### config.mk
export PLATFORM = sky130hd
export DESIGN_NAME = bus_arbiter_2
export DESIGN_NICKNAME = d
export VERILOG_FILES = /design/src/rtl/bus_arbiter_2.sv
export SDC_FILE = /design/constraint.sdc
export NUM_CORES = 1
export LEC_CHECK = 0
export ABC_AREA = 1
export ABC_CLOCK_PERIOD_IN_PS = 2300
export BUFFER_PORTS_ARGS = -buffer_cell sky130_fd_sc_hd__buf_4
export CAP_MARGIN = 10
export CORE_AREA = 2 2 125 127
export DETAILED_ROUTE_END_ITERATION = 6
export DIE_AREA = 0 0 127 129
export GPL_TIMING_DRIVEN = 0
export MAX_ROUTING_LAYER = met4
export PLACE_DENSITY_LB_ADDON = 0.25
export SYNTH_ARGS = -nofsm -noshare
export SYNTH_HDL_FRONTEND = slang
export SYNTH_SLANG_ARGS = --single-unit
### constraint.sdc
create_clock -name clk -period 2.3 [get_ports clk]
set_clock_uncertainty 0.1 [all_clocks]
set_input_delay 0 -clock clk [delete_from_list [all_inputs] [get_ports clk]]
set_output_delay 0 -clock clk [all_outputs]
set_load 0.005 [all_outputs]
### src/rtl/bus_arbiter_2.sv
// rtl/bus_arbiter_2.sv - two-host, one-target system bus arbiter with per-transaction watchdog
// Grants one host at a time, holds the grant until dev_ready, and force-completes hung accesses.

module bus_arbiter_2 #(
  parameter int FIXED_PRIORITY = 0,
  parameter int TIMEOUT_CYCLES = 255,
  parameter int CNT_W          = 8
) (
  input  logic        clk,
  input  logic        rst_n,

  input  logic [31:0] h0_addr,
  input  logic [31:0] h0_wdata,
  input  logic [3:0]  h0_wmask,
  input  logic        h0_wen,
  input  logic        h0_ren,
  output logic [31:0] h0_rdata,
  output logic        h0_ready,

  input  logic [31:0] h1_addr,
  input  logic [31:0] h1_wdata,
  input  logic [3:0]  h1_wmask,
  input  logic        h1_wen,
  input  logic        h1_ren,
  output logic [31:0] h1_rdata,
  output logic        h1_ready,

  output logic [31:0] dev_addr,
  output logic [31:0] dev_wdata,
  output logic [3:0]  dev_wmask,
  output logic        dev_wen,
  output logic        dev_ren,
  input  logic [31:0] dev_rdata,
  input  logic        dev_ready,

  output logic [1:0]  grant,
  output logic        bus_error,
  output logic [7:0]  err_count
);

  typedef enum logic [1:0] {
    IDLE   = 2'd0,
    GRANT0 = 2'd1,
    GRANT1 = 2'd2
  } state_t;

  localparam bit             WD_EN    = (TIMEOUT_CYCLES != 0);
  localparam logic [CNT_W-1:0] TMO_LAST = CNT_W'((TIMEOUT_CYCLES == 0) ? 0 : TIMEOUT_CYCLES - 1);

  state_t           state;
  state_t           state_nx;
  logic             last_grant;
  logic             last_grant_nx;
  logic [CNT_W-1:0] wd_cnt;
  logic [7:0]       err_cnt_q;

  logic h0_req;
  logic h1_req;
  logic owner_req;
  logic in_grant;
  logic done;
  logic tmo;

  assign h0_req    = h0_ren | h0_wen;
  assign h1_req    = h1_ren | h1_wen;
  assign in_grant  = (state == GRANT0) || (state == GRANT1);
  assign owner_req = (state == GRANT1) ? h1_req : h0_req;

  // A withdrawn request gets neither a ready nor an error; reset suppresses both.
  assign done = rst_n & in_grant & owner_req & dev_ready;
  assign tmo  = rst_n & in_grant & owner_req & ~dev_ready & WD_EN & (wd_cnt == TMO_LAST);

  always_ff @(posedge clk) begin
    if (!rst_n) begin
      state      <= IDLE;
      last_grant <= 1'b1;
      wd_cnt     <= '0;
      err_cnt_q  <= 8'd0;
    end else begin
      state      <= state_nx;
      last_grant <= last_grant_nx;
      // Every grant is entered from IDLE, so the counter is zero on entry.
      if (state == IDLE) begin
        wd_cnt <= '0;
      end else if (!dev_ready && WD_EN) begin
        wd_cnt <= wd_cnt + 1'b1;
      end
      if (tmo && err_cnt_q != 8'hFF) begin
        err_cnt_q <= err_cnt_q + 8'd1;
      end
    end
  end

  always_comb begin
    state_nx      = state;
    last_grant_nx = last_grant;
    case (state)
      IDLE: begin
        if (h0_req && h1_req) begin
          state_nx = ((FIXED_PRIORITY != 0) || last_grant) ? GRANT0 : GRANT1;
        end else if (h0_req) begin
          state_nx = GRANT0;
        end else if (h1_req) begin
          state_nx = GRANT1;
        end
      end
      GRANT0, GRANT1: begin
        if (done || tmo) begin
          state_nx      = IDLE;
          last_grant_nx = (state == GRANT1);
        end else if (!owner_req) begin
          state_nx = IDLE;
        end
      end
      default: state_nx = IDLE;
    endcase
  end

  always_comb begin
    grant     = 2'b00;
    dev_addr  = 32'd0;
    dev_wdata = 32'd0;
    dev_wmask = 4'd0;
    dev_wen   = 1'b0;
    dev_ren   = 1'b0;
    h0_ready  = 1'b0;
    h0_rdata  = 32'd0;
    h1_ready  = 1'b0;
    h1_rdata  = 32'd0;
    case (state)
      GRANT0: begin
        grant     = 2'b01;
        dev_addr  = h0_addr;
        dev_wdata = h0_wdata;
        dev_wmask = h0_wmask;
        dev_wen   = h0_wen & ~tmo;
        dev_ren   = h0_ren & ~tmo;
        h0_ready  = done | tmo;
        h0_rdata  = tmo ? 32'd0 : dev_rdata;
      end
      GRANT1: begin
        grant     = 2'b10;
        dev_addr  = h1_addr;
        dev_wdata = h1_wdata;
        dev_wmask = h1_wmask;
        dev_wen   = h1_wen & ~tmo;
        dev_ren   = h1_ren & ~tmo;
        h1_ready  = done | tmo;
        h1_rdata  = tmo ? 32'd0 : dev_rdata;
      end
      default: begin
      end
    endcase
  end

  assign bus_error = tmo;
  assign err_count = err_cnt_q;

endmodule

Word level (Yosys, flattened, before mapping)
Index checks and enable logic that the tools add are counted.

$add $sub $neg: 2. Equal/unequal tests: 6. Multiplexer cells: 19. Bitwise logic cells: 15. Reductions and logical operators: 9.

Operator list (number): $pmux W32 S2 (2); $mux W32 (3); $add A8 B1 Y8 const B (2); $mux W2 (6); $and A1 B1 Y1 (9); $eq A8 B8 Y1 const B (1); $ne A8 B8 Y1 const B (1); $pmux W2 S2 (2); $pmux W4 S2 (1); $ne A4 B3 Y1 const B (1); $pmux W1 S2 (2); $reduce_and A2 Y1 (2); $reduce_or A2 Y1 (2); $mux W1 (3); $ne A3 B3 Y1 const B (1); $not A1 Y1 (3); $or A1 B1 Y1 (3); $eq A2 B1 Y1 const B (1); $eq A2 B2 Y1 const B (1); $logic_and A1 B1 Y1 (2); $logic_not A2 Y1 (1); $logic_or A1 B1 Y1 (2).

Register bits: 19. Input port bits: 175. Output and inout bits: 147. Logic and storage cells: 55.

Depth between registers and ports, before layout
Depth in word-level cells: 9. Mapped depth: 12. Depth with buffers taken out: 11.

Worst setup path after synthesis
OpenSTA, ideal clock, no wires.

Kind: register -> register. Start: register state[0]. End: register state[0]. Library setup time: 0.115 ns. Data arrival time: 1.421 ns. Data required time: 2.085 ns. Slack: 0.664 ns. Cell stages (with the launch flop): 12. Buffers on the path: 1. Period minus slack after synthesis: 1.636 ns. Cell sequence: dfxtp_1 -> inv_1 -> ha_1 -> buf_4 -> inv_2 -> nand2_2 -> nand2_1 -> nor2_1 -> nand2_2 -> nand2_2 -> a21oi_1 -> nor2_1.

Longest elaborated chain between the ends: 9. Elaborated cells on any way between the ends: 17. Classes of those cells: eq/ne (4); mux (3); bitwise (5); reduce/logical (5).

Ends and longest elaborated chain: start, declared (RTL line 50) `state_t state;`; start signal, assigned (RTL line 80) `state <= state_nx;`; $eq A2 B1 Y1 or $eq A2 B2 Y1 (tied branches) (RTL line 66, 97, 67); $logic_or A1 B1 Y1 (RTL line 66) `assign in_grant = (state == GRANT0) || (state == GRANT1);`; $and A1 B1 Y1 (2 in series) (RTL line 70, 71); $and A1 B1 Y1 (2 in series) (RTL line 71) `assign tmo = rst_n & in_grant & owner_req & ~dev_ready & WD_EN & (wd_cnt == TMO_LAST);`; $logic_or A1 B1 Y1 (RTL line 108) `if (done || tmo) begin`; $mux W2 or $ne A3 B3 Y1 (tied branches); $pmux W2 S2 or $reduce_and A2 Y1 (tied branches).

Several ways; a longest one is shown, not always the timed one. A chain may end at the register's enable or synchronous reset.

Final worst setup path
Start: register state[0]. End: output h0_rdata[24].

Longest elaborated chain between the ends: 8. Elaborated cells on any way between the ends: 10. Classes of those cells: eq/ne (2); mux (3); bitwise (4); reduce/logical (1).

Ends and longest elaborated chain: $eq A2 B1 Y1 or $eq A2 B2 Y1 (tied branches) (RTL line 66, 130, 67); $logic_or A1 B1 Y1 (RTL line 66); $and A1 B1 Y1 (4 in series) (RTL line 71); $mux W32 (RTL line 139) `h0_rdata = tmo ? 32'd0 : dev_rdata;`; $mux W32 (*) (RTL line 130) `case (state)`; end, declared (RTL line 17) `output logic [31:0] h0_rdata,`.

Mark *: on every way between the ends. The rest lies on a longest branch, timed or not.

==> results.yml <==
global_routing:
  gr-usage-all-layers_pct: 17.5
  antenna_found_initial: 2
  grt_pass1_vias: 4023
  grt_max_degree: 12
  overflow: 0
  grt_pass1_wl_um: 22400
worst_setup_path:
  crit_path_frequent_cell: "buf_4"
  worstPathCellList: "inv_1 > ha_1 > buf_4 > inv_4 > nand2_2 > nand3_4 > nor2_4 > buf_4 > nor3_2 > buf_4"
  critPathSlowestCell: "dfxtp_2"
  regToRegStartpoint: "state[0]"
  worstSetupStartpoint: "state[0]"
  arrival_ns: 2.03
  required_ns: 2.20
  critPathMaxFanout: 10
  cp-end-kind: "output pin"
  cp-start-kind: "register"
  path_class: "reg2out"
  critPathMaxStageDelay_ns: 0.36
final_layout:
  n_fill_cell: 1702
  multiInputGateArea_mm2: 0.00193
  fin_nets: 1024
  area.growth.synth_to_final_pct: 109
  regArea_um2: 382
  stdcell_count: 1030
  drive_above_1_share_pct: 42.5
logic_synthesis:
  synth_common_cells: "nand2_1 (173), a21oi_1 (81), nor3_1 (66)"
  yosysWarnings: 0
  synthArstFlopShare_pct: 0
  ys_types: 28
  synth_area_mm2: 0.00262
  synth_cells: 513
  synth_top_area_cell: "nand2_1"
  syn_area_per_cell_um2: 5.10
  ys_ff_latch: 19
  yosysMostFrequentCell: "nand2_1"
  ys_seq_area_share_pct: 14.5
  yosys-top-cells-area: "nand2_1 (25%), a21oi_1 (15%), dfxtp_1 (15%)"
  synth_fp_nets: 696
  synth_top_area_share_pct: 24.8
  synthFlopType: "dfxtp_1"
  synth_edf_count: 0
die:
  core-area_mm2: 0.0150
  dieHeight_um: 129
  die_area_mm2: 0.0164
  start_util_pct: 17.5
  die_w_um: 127
  rows: 45
  pin_count: 322
cts:
  cts_buffers: 3
  post_cts_buffers: 0
  cts_tree: "built"
  clk_latency_ns: 0.25
  clock_sinks: 19
  htreeDepth: 1
  root_buffer: "clkbuf_16"
  path_clk_slew_ns: 0.06
  ctsLongestPathBuffers: 2
drt:
  ant_nets: 0
  wire_per_inst_um: 15.0
  wirelength_um: 15500
  dr.pass1.iters: 4
  via_per_inst: 4.30
  drc: 0
  first_iter_violations: 171
  num_vias: 4434
sta:
  fmax_mhz: 469
  slew_violations: 0
  finalHoldViolCount: 0
  slew_headroom_pct: 67.5
  layout_setup_ws_ns: 0.169
  grt_setup_unrepaired: "false"
  tightest_slew_ns: 0.487
  finalSetupTns_ns: 0
  fin_crit_ns: 2.13
  setup_viol: 0
  timing.final.crit_share_pct: 92.6
place:
  place_ws_ns: 0.225
  dp_hpwl_um: 12900
  place_congestion: 0.866
  dp_cells: 1022
  numPortBuffers: 321
power_and_ir_drop:
  power.density_mw_per_mm2: 735
  ir_worst_vdd_mv: 0.334
  p_leak_uw: 0.00268
hold_path:
  worstHoldPathType: "in2reg"
  holdCritStartpoint: "h0_wen"
outcome:
  status: "finished, final reports clean"
run:
  maxCapViolations: 0
-- worst max-delay path: cells and delay by family (launching register included) --
family / cells / cell delay, ns
adders and majority gates: 1 / 0.19
buffers and inverters: 5 / 0.74
DFF: 1 / 0.36
and+or+nand+nor: 4 / 0.47
-- cell usage in the layout (no fill, tap or decap), types with 2 or more instances in the layout --
master / synthesis / final
xor2_1: 3 / 3
nor2_1: 31 / 31
clkbuf_16: 0 / 3
nand4_1: 6 / 6
nor2_4: 1 / 2
ha_1: 8 / 8
nand3_1: 11 / 11
o21ai_0: 7 / 7
nand2_2: 3 / 4
clkbuf_2: 0 / 2
inv_2: 3 / 2
buf_4: 1 / 323
buf_6: 1 / 6
nor3_1: 66 / 60
diode_2: 0 / 2
nor3_2: 0 / 6
a21oi_1: 81 / 81
inv_1: 54 / 54
dlygate4sd3_1: 0 / 2
dfxtp_1: 19 / 18
buf_2: 9 / 3
clkbuf_1: 24 / 21
nor4_2: 0 / 2
nand2_1: 173 / 172
o21bai_1: 2 / 2
-- stage by stage --
stage / power, µW / utilization, % / hold WS [ns] / area (µm²)
after detailed placement: 3640 / 35.1 / 0.127 / 5260
final: 4020 / 36.5 / 0.0841 / 5470
after global placement: 3650 / 35.1 / 0.124 / 5260
after global routing: 4410 / 36.5 / 0.164 / 5470
after CTS: 4020 / 35.9 / 0.0833 / 5380
after floorplan: 1920 / - / -0.00859 / 2620
-- worst paths after layout --
| kind | to | slack [ns] | cells after the start |
|---|---|---|---|
| worst min register to register | wd_cnt[5] | 0.38 | 2 |
| worst max register to register | state[1] | 0.51 | 12 |
| worst min-delay path | state[0] | 0.08 | 5 |
| worst max-delay path | h0_rdata[24] | 0.17 | 10 |
-- registers in the layout (all words and copies together), names as in the netlist --
register / count
err_count: 8
last_grant: 1
state: 2
wd_cnt: 8
-- timing repair --
item,CTS,global route
endpoints found under the setup margin,3,86
hold buffers,2,0
gates cloned,0,1
pin swaps,0,2
hold endpoints to repair,8,0
gates resized for setup,3,30
-- metal layers --
| metal | routed length [µm] | track usage (%) | vias up |
|---|---|---|---|
| met3 | 1070 | 3.33 | 8 |
| met2 | 7890 | 30.7 | 167 |
| met1 | 6390 | 21.9 | 1944 |
| li1 | - | - | 2315 |
| met4 | 115 | 1.36 | 0 |
| met5 | 0 | - | - |
-- cell type report --
cell class,instances,share of cell area (%)
Antenna cell,2,0.0915
Multi-Input combinational cell,401,35.2
Tap cell,188,4.30
Clock buffer,3,1.37
Inverter,58,4.03
Sequential cell,19,6.98
Timing Repair Buffer,323,44.4
Buffer,35,3.48
Clock inverter,1,0.0915
-- cell families after synthesis --
logic type	synth area share (%)
flops	14.5
fa+ha+maj	3.82
xor+xnor	1.34
buf+inv	14.3
compound gates	18.5
simple gates	47.4
-- power breakdown --
group          internal (µW)  total (µW)  switching [µW]
registers                357         383            25.6
clock network            233         368             135
logic                   1420        3270            1840
No activity file was read; power rests on OpenSTA's default activity.
